$ cat config.mk
export PLATFORM = sky130hd
export DESIGN_NAME = multicycle_control_fsm_flat
export DESIGN_NICKNAME = d
export VERILOG_FILES = /design/src/rtl/multicycle_control_fsm_if.sv /design/src/rtl/multicycle_control_fsm.sv /design/src/flat_wrapper.sv
export SDC_FILE = /design/constraint.sdc
export NUM_CORES = 1
export LEC_CHECK = 0
export BUFFER_PORTS_ARGS = -buffer_cell sky130_fd_sc_hd__buf_4
export CORE_AREA = 2 2 39 41
export DETAILED_ROUTE_END_ITERATION = 12
export DIE_AREA = 0 0 41 43
export PLACE_DENSITY = 0.74
export SLEW_MARGIN = 40
export SYNTH_ARGS = -nofsm -noshare
export SYNTH_HDL_FRONTEND = slang
export SYNTH_SLANG_ARGS = --single-unit
$ cat constraint.sdc
create_clock -name clk -period 3.2 [get_ports clk]
set_input_delay 0.32 -clock clk [delete_from_list [all_inputs] [get_ports clk]]
set_output_delay 0.32 -clock clk [all_outputs]
set_load 0.01 [all_outputs]
$ cat src/rtl/multicycle_control_fsm_if.sv
// Control bundle between the multicycle sequencer and the RV32I datapath.
// master = the sequencer; slave = the datapath that consumes its enables.
interface multicycle_control_fsm_if #(
    parameter int STATE_W = 4
);
    logic [6:0]         part_of_inst;
    logic               mem_ready;

    logic               PC_write_not_cond;
    logic               PC_write;
    logic               i_or_d;
    logic               mem_read;
    logic               mem_write;
    logic               IR_write;
    logic               reg_write;
    logic [1:0]         mem_to_reg;
    logic               PC_source;
    logic [1:0]         ALU_op;
    logic               ALU_src_a;
    logic [1:0]         ALU_src_b;
    logic               is_ecall;
    logic               illegal_inst;
    logic [STATE_W-1:0] state_out;

    modport master (
        input  part_of_inst,
        input  mem_ready,
        output PC_write_not_cond,
        output PC_write,
        output i_or_d,
        output mem_read,
        output mem_write,
        output IR_write,
        output reg_write,
        output mem_to_reg,
        output PC_source,
        output ALU_op,
        output ALU_src_a,
        output ALU_src_b,
        output is_ecall,
        output illegal_inst,
        output state_out
    );

    modport slave (
        output part_of_inst,
        output mem_ready,
        input  PC_write_not_cond,
        input  PC_write,
        input  i_or_d,
        input  mem_read,
        input  mem_write,
        input  IR_write,
        input  reg_write,
        input  mem_to_reg,
        input  PC_source,
        input  ALU_op,
        input  ALU_src_a,
        input  ALU_src_b,
        input  is_ecall,
        input  illegal_inst,
        input  state_out
    );
endinterface

$ cat src/rtl/multicycle_control_fsm.sv
// Multicycle RV32I control sequencer: fetch/decode/execute/mem/wb,
// one state per cycle, with wait-state memory handshake and halt policy.
module multicycle_control_fsm #(
    parameter bit MEM_HANDSHAKE = 1'b1,
    parameter bit HALT_STICKY   = 1'b1,
    parameter int STATE_W       = 4
) (
    input  logic                    clk,
    input  logic                    reset,
    multicycle_control_fsm_if.master bus
);

    localparam logic [6:0] OP_LOAD      = 7'b0000011;
    localparam logic [6:0] OP_STORE     = 7'b0100011;
    localparam logic [6:0] OP_ARITH     = 7'b0110011;
    localparam logic [6:0] OP_ARITH_IMM = 7'b0010011;
    localparam logic [6:0] OP_BRANCH    = 7'b1100011;
    localparam logic [6:0] OP_JAL       = 7'b1101111;
    localparam logic [6:0] OP_JALR      = 7'b1100111;
    localparam logic [6:0] OP_ECALL     = 7'b1110011;

    typedef enum logic [3:0] {
        S_FETCH     = 4'd0,
        S_DECODE    = 4'd1,
        S_MEM_ADDR  = 4'd2,
        S_MEM_READ  = 4'd3,
        S_WB        = 4'd4,
        S_MEM_WRITE = 4'd5,
        S_EXEC_R    = 4'd6,
        S_EXEC_I    = 4'd7,
        S_ALU_WB    = 4'd8,
        S_BRANCH    = 4'd9,
        S_JUMP      = 4'd10,
        S_JALR      = 4'd11,
        S_HALT      = 4'd12
    } state_t;

    state_t r_state;
    state_t w_next;
    logic   w_ready;

    // Single-cycle memory builds tie the handshake high.
    assign w_ready = MEM_HANDSHAKE ? bus.mem_ready : 1'b1;

    always_ff @(posedge clk) begin
        if (reset) begin
            r_state <= S_FETCH;
        end else begin
            r_state <= w_next;
        end
    end

    always_comb begin
        w_next = S_FETCH;
        unique case (r_state)
            S_FETCH: begin
                w_next = w_ready ? S_DECODE : S_FETCH;
            end
            S_DECODE: begin
                unique case (bus.part_of_inst)
                    OP_LOAD,
                    OP_STORE:     w_next = S_MEM_ADDR;
                    OP_ARITH:     w_next = S_EXEC_R;
                    OP_ARITH_IMM: w_next = S_EXEC_I;
                    OP_BRANCH:    w_next = S_BRANCH;
                    OP_JAL:       w_next = S_JUMP;
                    OP_JALR:      w_next = S_JALR;
                    OP_ECALL:     w_next = S_HALT;
                    default:      w_next = S_FETCH;
                endcase
            end
            S_MEM_ADDR: begin
                w_next = (bus.part_of_inst == OP_LOAD) ?
                         S_MEM_READ : S_MEM_WRITE;
            end
            S_MEM_READ: begin
                w_next = w_ready ? S_WB : S_MEM_READ;
            end
            S_MEM_WRITE: begin
                w_next = w_ready ? S_FETCH : S_MEM_WRITE;
            end
            S_EXEC_R,
            S_EXEC_I: begin
                w_next = S_ALU_WB;
            end
            S_HALT: begin
                w_next = HALT_STICKY ? S_HALT : S_FETCH;
            end
            default: begin
                w_next = S_FETCH;
            end
        endcase
    end

    always_comb begin
        bus.PC_write_not_cond = 1'b0;
        bus.PC_write          = 1'b0;
        bus.i_or_d            = 1'b0;
        bus.mem_read          = 1'b0;
        bus.mem_write         = 1'b0;
        bus.IR_write          = 1'b0;
        bus.reg_write         = 1'b0;
        bus.mem_to_reg        = 2'b00;
        bus.PC_source         = 1'b0;
        bus.ALU_op            = 2'b00;
        bus.ALU_src_a         = 1'b0;
        bus.ALU_src_b         = 2'b00;
        bus.is_ecall          = 1'b0;
        bus.illegal_inst      = 1'b0;
        unique case (r_state)
            S_FETCH: begin
                // IR and PC only latch on the cycle the fetch completes.
                bus.mem_read  = 1'b1;
                bus.ALU_src_b = 2'b01;
                bus.IR_write  = w_ready;
                bus.PC_write  = w_ready;
            end
            S_DECODE: begin
                bus.ALU_src_b = 2'b10;
                unique case (bus.part_of_inst)
                    OP_LOAD, OP_STORE, OP_ARITH, OP_ARITH_IMM,
                    OP_BRANCH, OP_JAL, OP_JALR, OP_ECALL: begin
                        bus.illegal_inst = 1'b0;
                    end
                    default: begin
                        bus.illegal_inst = 1'b1;
                    end
                endcase
            end
            S_MEM_ADDR: begin
                bus.ALU_src_a = 1'b1;
                bus.ALU_src_b = 2'b10;
            end
            S_MEM_READ: begin
                bus.mem_read = 1'b1;
                bus.i_or_d   = 1'b1;
            end
            S_WB: begin
                bus.reg_write  = 1'b1;
                bus.mem_to_reg = 2'b01;
            end
            S_MEM_WRITE: begin
                bus.mem_write = 1'b1;
                bus.i_or_d    = 1'b1;
            end
            S_EXEC_R: begin
                bus.ALU_src_a = 1'b1;
                bus.ALU_src_b = 2'b00;
                bus.ALU_op    = 2'b10;
            end
            S_EXEC_I: begin
                bus.ALU_src_a = 1'b1;
                bus.ALU_src_b = 2'b10;
                bus.ALU_op    = 2'b10;
            end
            S_ALU_WB: begin
                bus.reg_write  = 1'b1;
                bus.mem_to_reg = 2'b00;
            end
            S_BRANCH: begin
                bus.ALU_src_a         = 1'b1;
                bus.ALU_src_b         = 2'b00;
                bus.ALU_op            = 2'b01;
                bus.PC_write_not_cond = 1'b1;
                bus.PC_source         = 1'b1;
            end
            S_JUMP: begin
                bus.PC_write   = 1'b1;
                bus.PC_source  = 1'b1;
                bus.reg_write  = 1'b1;
                bus.mem_to_reg = 2'b10;
            end
            S_JALR: begin
                // Link value is the pre-update PC, already PC+4.
                bus.ALU_src_a  = 1'b1;
                bus.ALU_src_b  = 2'b10;
                bus.PC_write   = 1'b1;
                bus.PC_source  = 1'b0;
                bus.reg_write  = 1'b1;
                bus.mem_to_reg = 2'b10;
            end
            S_HALT: begin
                bus.is_ecall = 1'b1;
            end
            default: begin
                bus.is_ecall = 1'b0;
            end
        endcase
    end

    assign bus.state_out = STATE_W'(r_state);

endmodule

$ cat src/flat_wrapper.sv
// flat-port wrapper written by rule: the top's interface ports become plain ports
module multicycle_control_fsm_flat 
#(
    parameter bit MEM_HANDSHAKE = 1'b1,
    parameter bit HALT_STICKY   = 1'b1,
    parameter int STATE_W       = 4
)
  (clk, reset, bus_part_of_inst, bus_mem_ready, bus_PC_write_not_cond, bus_PC_write, bus_i_or_d, bus_mem_read, bus_mem_write, bus_IR_write, bus_reg_write, bus_mem_to_reg, bus_PC_source, bus_ALU_op, bus_ALU_src_a, bus_ALU_src_b, bus_is_ecall, bus_illegal_inst, bus_state_out);
  multicycle_control_fsm_if #(.STATE_W(STATE_W)) bus_i ();
  input  logic clk;
  input  logic reset;
  input wire logic [$bits(bus_i.part_of_inst)-1:0] bus_part_of_inst;
  input wire logic [$bits(bus_i.mem_ready)-1:0] bus_mem_ready;
  output wire logic [$bits(bus_i.PC_write_not_cond)-1:0] bus_PC_write_not_cond;
  output wire logic [$bits(bus_i.PC_write)-1:0] bus_PC_write;
  output wire logic [$bits(bus_i.i_or_d)-1:0] bus_i_or_d;
  output wire logic [$bits(bus_i.mem_read)-1:0] bus_mem_read;
  output wire logic [$bits(bus_i.mem_write)-1:0] bus_mem_write;
  output wire logic [$bits(bus_i.IR_write)-1:0] bus_IR_write;
  output wire logic [$bits(bus_i.reg_write)-1:0] bus_reg_write;
  output wire logic [$bits(bus_i.mem_to_reg)-1:0] bus_mem_to_reg;
  output wire logic [$bits(bus_i.PC_source)-1:0] bus_PC_source;
  output wire logic [$bits(bus_i.ALU_op)-1:0] bus_ALU_op;
  output wire logic [$bits(bus_i.ALU_src_a)-1:0] bus_ALU_src_a;
  output wire logic [$bits(bus_i.ALU_src_b)-1:0] bus_ALU_src_b;
  output wire logic [$bits(bus_i.is_ecall)-1:0] bus_is_ecall;
  output wire logic [$bits(bus_i.illegal_inst)-1:0] bus_illegal_inst;
  output wire logic [$bits(bus_i.state_out)-1:0] bus_state_out;
  assign bus_i.part_of_inst = bus_part_of_inst;
  assign bus_i.mem_ready = bus_mem_ready;
  assign bus_PC_write_not_cond = bus_i.PC_write_not_cond;
  assign bus_PC_write = bus_i.PC_write;
  assign bus_i_or_d = bus_i.i_or_d;
  assign bus_mem_read = bus_i.mem_read;
  assign bus_mem_write = bus_i.mem_write;
  assign bus_IR_write = bus_i.IR_write;
  assign bus_reg_write = bus_i.reg_write;
  assign bus_mem_to_reg = bus_i.mem_to_reg;
  assign bus_PC_source = bus_i.PC_source;
  assign bus_ALU_op = bus_i.ALU_op;
  assign bus_ALU_src_a = bus_i.ALU_src_a;
  assign bus_ALU_src_b = bus_i.ALU_src_b;
  assign bus_is_ecall = bus_i.is_ecall;
  assign bus_illegal_inst = bus_i.illegal_inst;
  assign bus_state_out = bus_i.state_out;
  multicycle_control_fsm #(.MEM_HANDSHAKE(MEM_HANDSHAKE), .HALT_STICKY(HALT_STICKY), .STATE_W(STATE_W)) u_core (.clk(clk), .reset(reset), .bus(bus_i));
endmodule
==> results.md, run 1 <==
- Min Tclk post-route: 2.00 ns
- Max FO, Critical Path: 14
- Post-synth ARST share: 0%
- Worst Path Buf+Inv: 1
- Net Sw Power: 0.0000473 W
- MaxCap Viol Count: 0
- Final nets: 117
- CP cell instances: nand2b_1, nor3_4, nor3b_1, buf_4
- Worst path required time: 2.88 ns
- Clock root buffer: clkbuf_4
- Area Overhead vs Synth: 42.6%
- HPWL Detailed: 1120 µm
- P_leak: 0.339 nW
- Max frequency: 499 MHz
- Die width: 41 µm
- Slew headroom: 64.0%
- GRT Overall Usage: 18.5%
- Power Dens Cells: 214 nW/µm²
- Final Hold Vio Count: 0
- Die ar.: 1760 µm²
- Syn avg cell area: 7.05 µm²
- Yosys warning count: 0
- DR vias: 636
- Worst hold path type: input pin to flip-flop
- Actual slew at the worst max-slew pin: 0.539 ns
- Drt first pass iters: 4
- CP startpoint kind: flip-flop
- Hold_buf cts: 0
- Antenna Cells: 0
- Largest net degree at the start of global routing: 17
- Proportion of layout cells with a drive suffix above 1: 38.1%
- Cell count after synthesis: 77
- Combinational Power Share: 28.4%
- Synth unique cells: 35
- Clock-pin slew on the worst setup and hold paths: 0.04 ns
- Vias in the first global route: 571
- RSZ-0062 raised after global routing: no
- Clk pwr share: 38.4%
- Initial DRC Count: 5
- Family with the most delay on the worst path: simple AND/OR/NAND/NOR gates
- H-tree depth: 1
- CP max stage cell: dfxtp_1
- Initial Utilization: 39.2%
- Critical path class: flip-flop to primary output
- Post_cts resized: 0
- Finished Core Util: 56.0%
- CTS tree: done
- Total clock sinks: 4
- Routed WL: 1390 µm
- Total gr overflow: 0
- Worst setup EP type: primary output
- Peak supply drop: 0.137 mV
- Cell Area, Synth: 543 µm²
- EDFF count, synth: 0
- Fin Setup TNS: 0 ns
- Seq cells post-synth: 4
- Num CTS Buffers: 3
- Die height: 43 µm
- Top FF cell, synth: dfxtp_1
- Synth Net Count: 87
- Fillers: 146
- Endpoints failing setup: 0
- Final ANT Viol Nets: 0
- First-pass GRT wire length: 2270 µm
- DRC errors left: 0
- Clock skew: 0.00500 ns
- Initial antenna violation count: 0
- Status: completed
- Vias per inst: 5.26
- Final worst path period share: 62.6%
- CP Data Arrival Time: 1.68 ns
- RD Place Congestion: 0.738
- Placeable Area: 1380 µm²
- Max Slew Vio Count: 0
- Slowest stage delay, CP: 0.61 ns
- Row count: 14
- Pint: 0.000119 W
- # Post-CTS Setup Buffers: 0
- Post-DR wirelength/cell: 11.5 µm
- Max FFs per register: 4
- Flop pwr share: 33.1%
- Worst skew pair latency: 0.24 ns
- Net Sw Frac: 28.5%
- Seq/Total Area, Yosys: 14.7%
- PortBufs: 30
- Clk buf depth: 2
- I/O pin total: 31
-- stage by stage --
step | setup WS, ns | total power [W] | std cells | hold slack, ns | instance area (µm²)
global placement | 1.51 | 0.000102 | 118 | 0.626 | 752
detailed placement | 1.46 | 0.000103 | 118 | 0.625 | 752
floorplan | 1.57 | 0.0000790 | 77 | 0.486 | 543
CTS | 1.19 | 0.000167 | 121 | 0.376 | 774
finish | 1.20 | 0.000166 | 121 | 0.376 | 774
global route | 1.04 | 0.000180 | 121 | 0.383 | 774
-- cells in the mapped netlist (2+ instances only) --
cell / number / share of area [%]
nand3_1: 2 / 1.8
nor2b_1: 3 / 3.5
dfxtp_1: 4 / 15
nor3_1: 2 / 1.8
nor3b_1: 2 / 2.8
nor2_1: 11 / 7.6
o21ai_0: 6 / 5.5
nand2_1: 5 / 3.5
buf_2: 2 / 1.8
buf_4: 2 / 2.8
and2_1: 3 / 3.5
nand2b_1: 5 / 5.8
inv_1: 3 / 2.1
a21oi_1: 4 / 3.7
a31oi_1: 2 / 2.3
xnor2_1: 2 / 3.2
-- final cells by class --
class | count | area (µm²) | share of cell area [%]
clock buffer | 3 | 22.5 | 2.91
inverter | 3 | 11.3 | 1.45
multi-input combinational | 65 | 415 | 53.6
sequential | 4 | 80.1 | 10.3
tap | 16 | 20.0 | 2.58
timing repair buffer | 30 | 225 | 29.1
-- cells by family after synthesis --
kind of cell / share of synthesized area, %
flip-flops: 14.7
XOR/XNOR: 3.23
multiplexers: 2.07
AND/OR/NAND/NOR: 47.9
buffers and inverters: 8.75
AO/OA/AOI/OAI: 23.3
-- layer usage --
layer,vias up,track usage [%],routed length [µm]
met5,-,0,0
met2,24,31.9,697
met1,282,20.6,574
met4,0,8.00,10
met3,2,3.14,104
li1,328,-,-
-- cell usage in the layout (no fill, tap or decap), types with 2 or more instances in the layout --
cell type and n:
xnor2_1 2, nor3_1 2, nand2_1 5, o21ai_0 6, nand3_1 2, inv_1 3
dfxtp_1 4, nor2_1 11, and2_1 3, nand2b_1 5, clkbuf_4 3, nor3b_1 2
a21oi_1 4, nor2b_1 3, a31oi_1 2, buf_4 30
-- power by group through the flow --
stage | clock [W] | combinational (W) | sequential [W]
floorplan | 0 | 0.0000255 | 0.0000535
global placement | 0 | 0.0000466 | 0.0000556
detailed placement | 0 | 0.0000475 | 0.0000557
CTS | 0.0000645 | 0.0000477 | 0.0000550
global route | 0.0000722 | 0.0000523 | 0.0000553
finish | 0.0000638 | 0.0000472 | 0.0000550
-- worst reg2reg max path, cell delays in order, from the launching register on --
cell and delay, ns:
dfxtp_1 0.61, nand2b_1 0.24, nor3_4 0.24, o21ai_0 0.15
a21oi_1 0.15
-- final timing paths --
check,start,to,slack (ns),cells after the start
worst max-delay path,u_core.bus.state_out[0],bus_illegal_inst,1.20,4
worst min-delay path,reset,u_core.bus.state_out[0],0.38,3
worst max register to register,u_core.bus.state_out[0],u_core.bus.state_out[1],1.75,4
worst min register to register,u_core.bus.state_out[1],u_core.bus.state_out[2],0.81,3
(Power assumes the default switching activity.)
==> inputs of run 2 (changes only) <==
--- a/config.mk
+++ b/config.mk
@@ -6,10 +6,9 @@
 export NUM_CORES = 1
 export LEC_CHECK = 0
 export BUFFER_PORTS_ARGS = -buffer_cell sky130_fd_sc_hd__buf_4
-export CORE_AREA = 2 2 39 41
+export CORE_UTILIZATION = 38
 export DETAILED_ROUTE_END_ITERATION = 12
-export DIE_AREA = 0 0 41 43
-export PLACE_DENSITY = 0.74
+export PLACE_DENSITY = 0.72
 export SLEW_MARGIN = 40
 export SYNTH_ARGS = -nofsm -noshare
 export SYNTH_HDL_FRONTEND = slang
==> constraint.sdc (replaced) <==
create_clock -name clk -period 1.7 [get_ports clk]
set_input_delay 0.17 -clock clk [delete_from_list [all_inputs] [get_ports clk]]
set_output_delay 0.17 -clock clk [all_outputs]
set_load 0.01 [all_outputs]
==> results.md, run 2 (synthesized netlist as in run 1, its figures left out) <==
- Status: completed
- Net Sw Power: 0.0000855 W (+81%)
- Routed WL: 1320 µm (-5.1%)
- Design Area, Final: 816 µm² (+5.3%)
- DR vias: 642 (+0.94%)
- Largest net degree at the start of global routing: 15 (-2)
- Worst skew pair latency: 0.23 ns (about the same)
- Total gr overflow: 0 (unchanged)
- Actual slew at the worst max-slew pin: 0.343 ns (-0.196 ns)
- Combinational Power Share: 31.6% (+3.2 points)
- Power Dens Cells: 388 nW/µm² (+81%)
- Final Hold Vio Count: 0 (unchanged)
- Worst hold path type: input pin to flip-flop
- Slowest stage delay, CP: 0.38 ns (-0.23 ns)
- Commonest cells after routing, fill and taps aside: buf_4 (34), nor2_1 (11), o21ai_0 (6)
- Clk pwr share: 36.4% (-2.0 points)
- Tot Pwr: 0.000316 W (+91%)
- Min Tclk post-route: 1.60 ns
- Final ANT Viol Nets: 0 (unchanged)
- Fillers: 140 (-4.1%)
- Final nets: 121 (+3.4%)
- Critical path class: flip-flop to primary output
- Hold-critical path depth: 3 (unchanged)
- Initial Utilization: 41.2% (+2.0 points)
- Die height: 39.8 µm (-7.4%)
- Fin Setup TNS: 0 ns (unchanged)
- I/O pin total: 31 (unchanged)
- Die width: 39.8 µm (-2.9%)
- Worst setup EP type: primary output
- Max FO, Critical Path: 13 (-1)
- Pint: 0.000231 W (+95%)
- Net Sw Frac: 27.0% (-1.5 points)
- H-tree depth: 1 (unchanged)
- Endpoint, Worst Hold: u_core.bus.state_out[0]
- MaxCap Viol Count: 0 (unchanged)
- HPWL Detailed: 1060 µm (-4.6%)
- Vias in the first global route: 530 (-7.2%)
- Worst path required time: 1.53 ns (-1.35 ns)
- Hold_buf cts: 0 (unchanged)
- RSZ-0062 raised after global routing: no
- Proportion of layout cells with a drive suffix above 1: 45.9% (+7.8 points)
- Hold Startpoint: reset
- Max Slew Vio Count: 0 (unchanged)
- Commonest non-fill, non-tap cell in the layout: buf_4
- Clock-pin slew on the worst setup and hold paths: 0.04 ns (about the same)
- Num CTS Buffers: 3 (unchanged)
- PortBufs: 30 (unchanged)
- First-pass GRT wire length: 2170 µm (-4.6%)
- Finished Core Util: 61.9% (+6.0 points)
- Post-DR wirelength/cell: 10.6 µm (-7.3%)
- Clock root buffer: clkbuf_4
- Endpoints failing setup: 0 (unchanged)
- Worst Path Buf+Inv: 1 (unchanged)
- Multi-input combinational cell area: 423 µm² (+1.8%)
- Flop pwr share: 32.0% (-1.1 points)
- CP max stage cell: dfxtp_2
- Placeable Area: 1320 µm² (-4.8%)
- Placement Setup Slack: 0.228 ns (-1.23 ns)
- Drt first pass iters: 4 (unchanged)
- CP startpoint kind: flip-flop
- GRT Overall Usage: 19.7% (+1.2 points)
- R2R depth: 5 (+1)
- RD Place Congestion: 0.763 (+3.3%)
- CP cell instances: nand2b_2, nor3_4, nor3b_2, buf_4
- Family with the most delay on the worst path: simple AND/OR/NAND/NOR gates
- Area Overhead vs Synth: 50.2%
- CTS tree: done
- Antenna Cells: 0 (unchanged)
- Die ar.: 1580 µm² (-10%)
- Total clock sinks: 4 (unchanged)
- P_leak: 0.365 nW (+7.9%)
- Row count: 13 (-1)
- Max FFs per register: 4 (unchanged)
- Worst reg-to-reg setup slack: 0.31 ns (-1.44 ns)
- Clk buf depth: 2 (unchanged)
- Initial DRC Count: 11 (+6)
- Peak supply drop: 0.298 mV (+120%)
- CP Data Arrival Time: 1.43 ns (-0.25 ns)
- Reg-to-Reg Start: u_core.bus.state_out[1]
- Placed inst area: 773 µm² (+2.8%)
- R2R Path End: u_core.bus.state_out[2]
- Register area: 85.1 µm² (+6.2%)
- DRC errors left: 0 (unchanged)
- Clock skew: 0.00708 ns (+0.00208 ns)
- Max frequency: 624 MHz
- Initial antenna violation count: 0 (unchanged)
- Setup WS post-layout: 0.0974 ns (-1.10 ns)
- Final worst path period share: 94.3%
- Crit path depth: 4 (unchanged)
- Vias per inst: 5.18 (-1.5%)
- Slew headroom: 77.0% (+13 points)
-- run 2: repair_timing --
action,in CTS,in global routing
gates resized for setup,1,5
setup buffers,0,1
setup endpoints to repair,2,6
pin swaps,0,1
-- run 2: layout make-up --
cell class,instances,share of cell area (%)
tap,15,2.30
inverter,3,1.38
timing repair buffer,34,31.3
sequential,4,10.4
multi-input combinational,65,51.8
clock buffer,3,2.76
-- run 2: worst max-delay path by stage --
stage	start	endpoint	slack, ns
after floorplan	u_core.bus.state_out[1]	bus_PC_write	0.22
after global placement	u_core.bus.state_out[1]	u_core.bus.state_out[2]	0.22
after detailed placement	u_core.bus.state_out[1]	bus_ALU_src_b[1]	0.23
after CTS	u_core.bus.state_out[3]	bus_ALU_src_b[1]	0.009
after global routing	u_core.bus.state_out[1]	bus_illegal_inst	0.007
final	u_core.bus.state_out[1]	bus_illegal_inst	0.1
-- run 2: stage by stage --
stage / instances / hold WS (ns)
finish: 124 / 0.229
global route: 124 / 0.247
global placement: 120 / 0.480
floorplan: 77 / 0.336
detailed placement: 120 / 0.480
CTS: 123 / 0.238
-- run 2: layer usage --
metal  global-route usage (%)  up-vias  routed length, µm
met5                        0        -                  0
met4                     8.62        0                  0
met3                     3.98        0                 87
met2                     30.3       25                664
met1                     25.8      277                564
li1                         -      340                  -
-- run 2: tightest hold or removal path, cell delays in order --
cell	delay, ns
buf_4	0.07
o21bai_2	0.14
a21oi_2	0.04
-- run 2: power by group through the flow --
stage                     clock (W)  sequential (W)  combinational, W
final                      0.000115        0.000101          0.000100
after global routing       0.000129        0.000102          0.000112
after CTS                  0.000116        0.000101         0.0000958
after detailed placement          0        0.000102         0.0000956
after global placement            0        0.000102         0.0000946
after floorplan                   0        0.000101         0.0000480
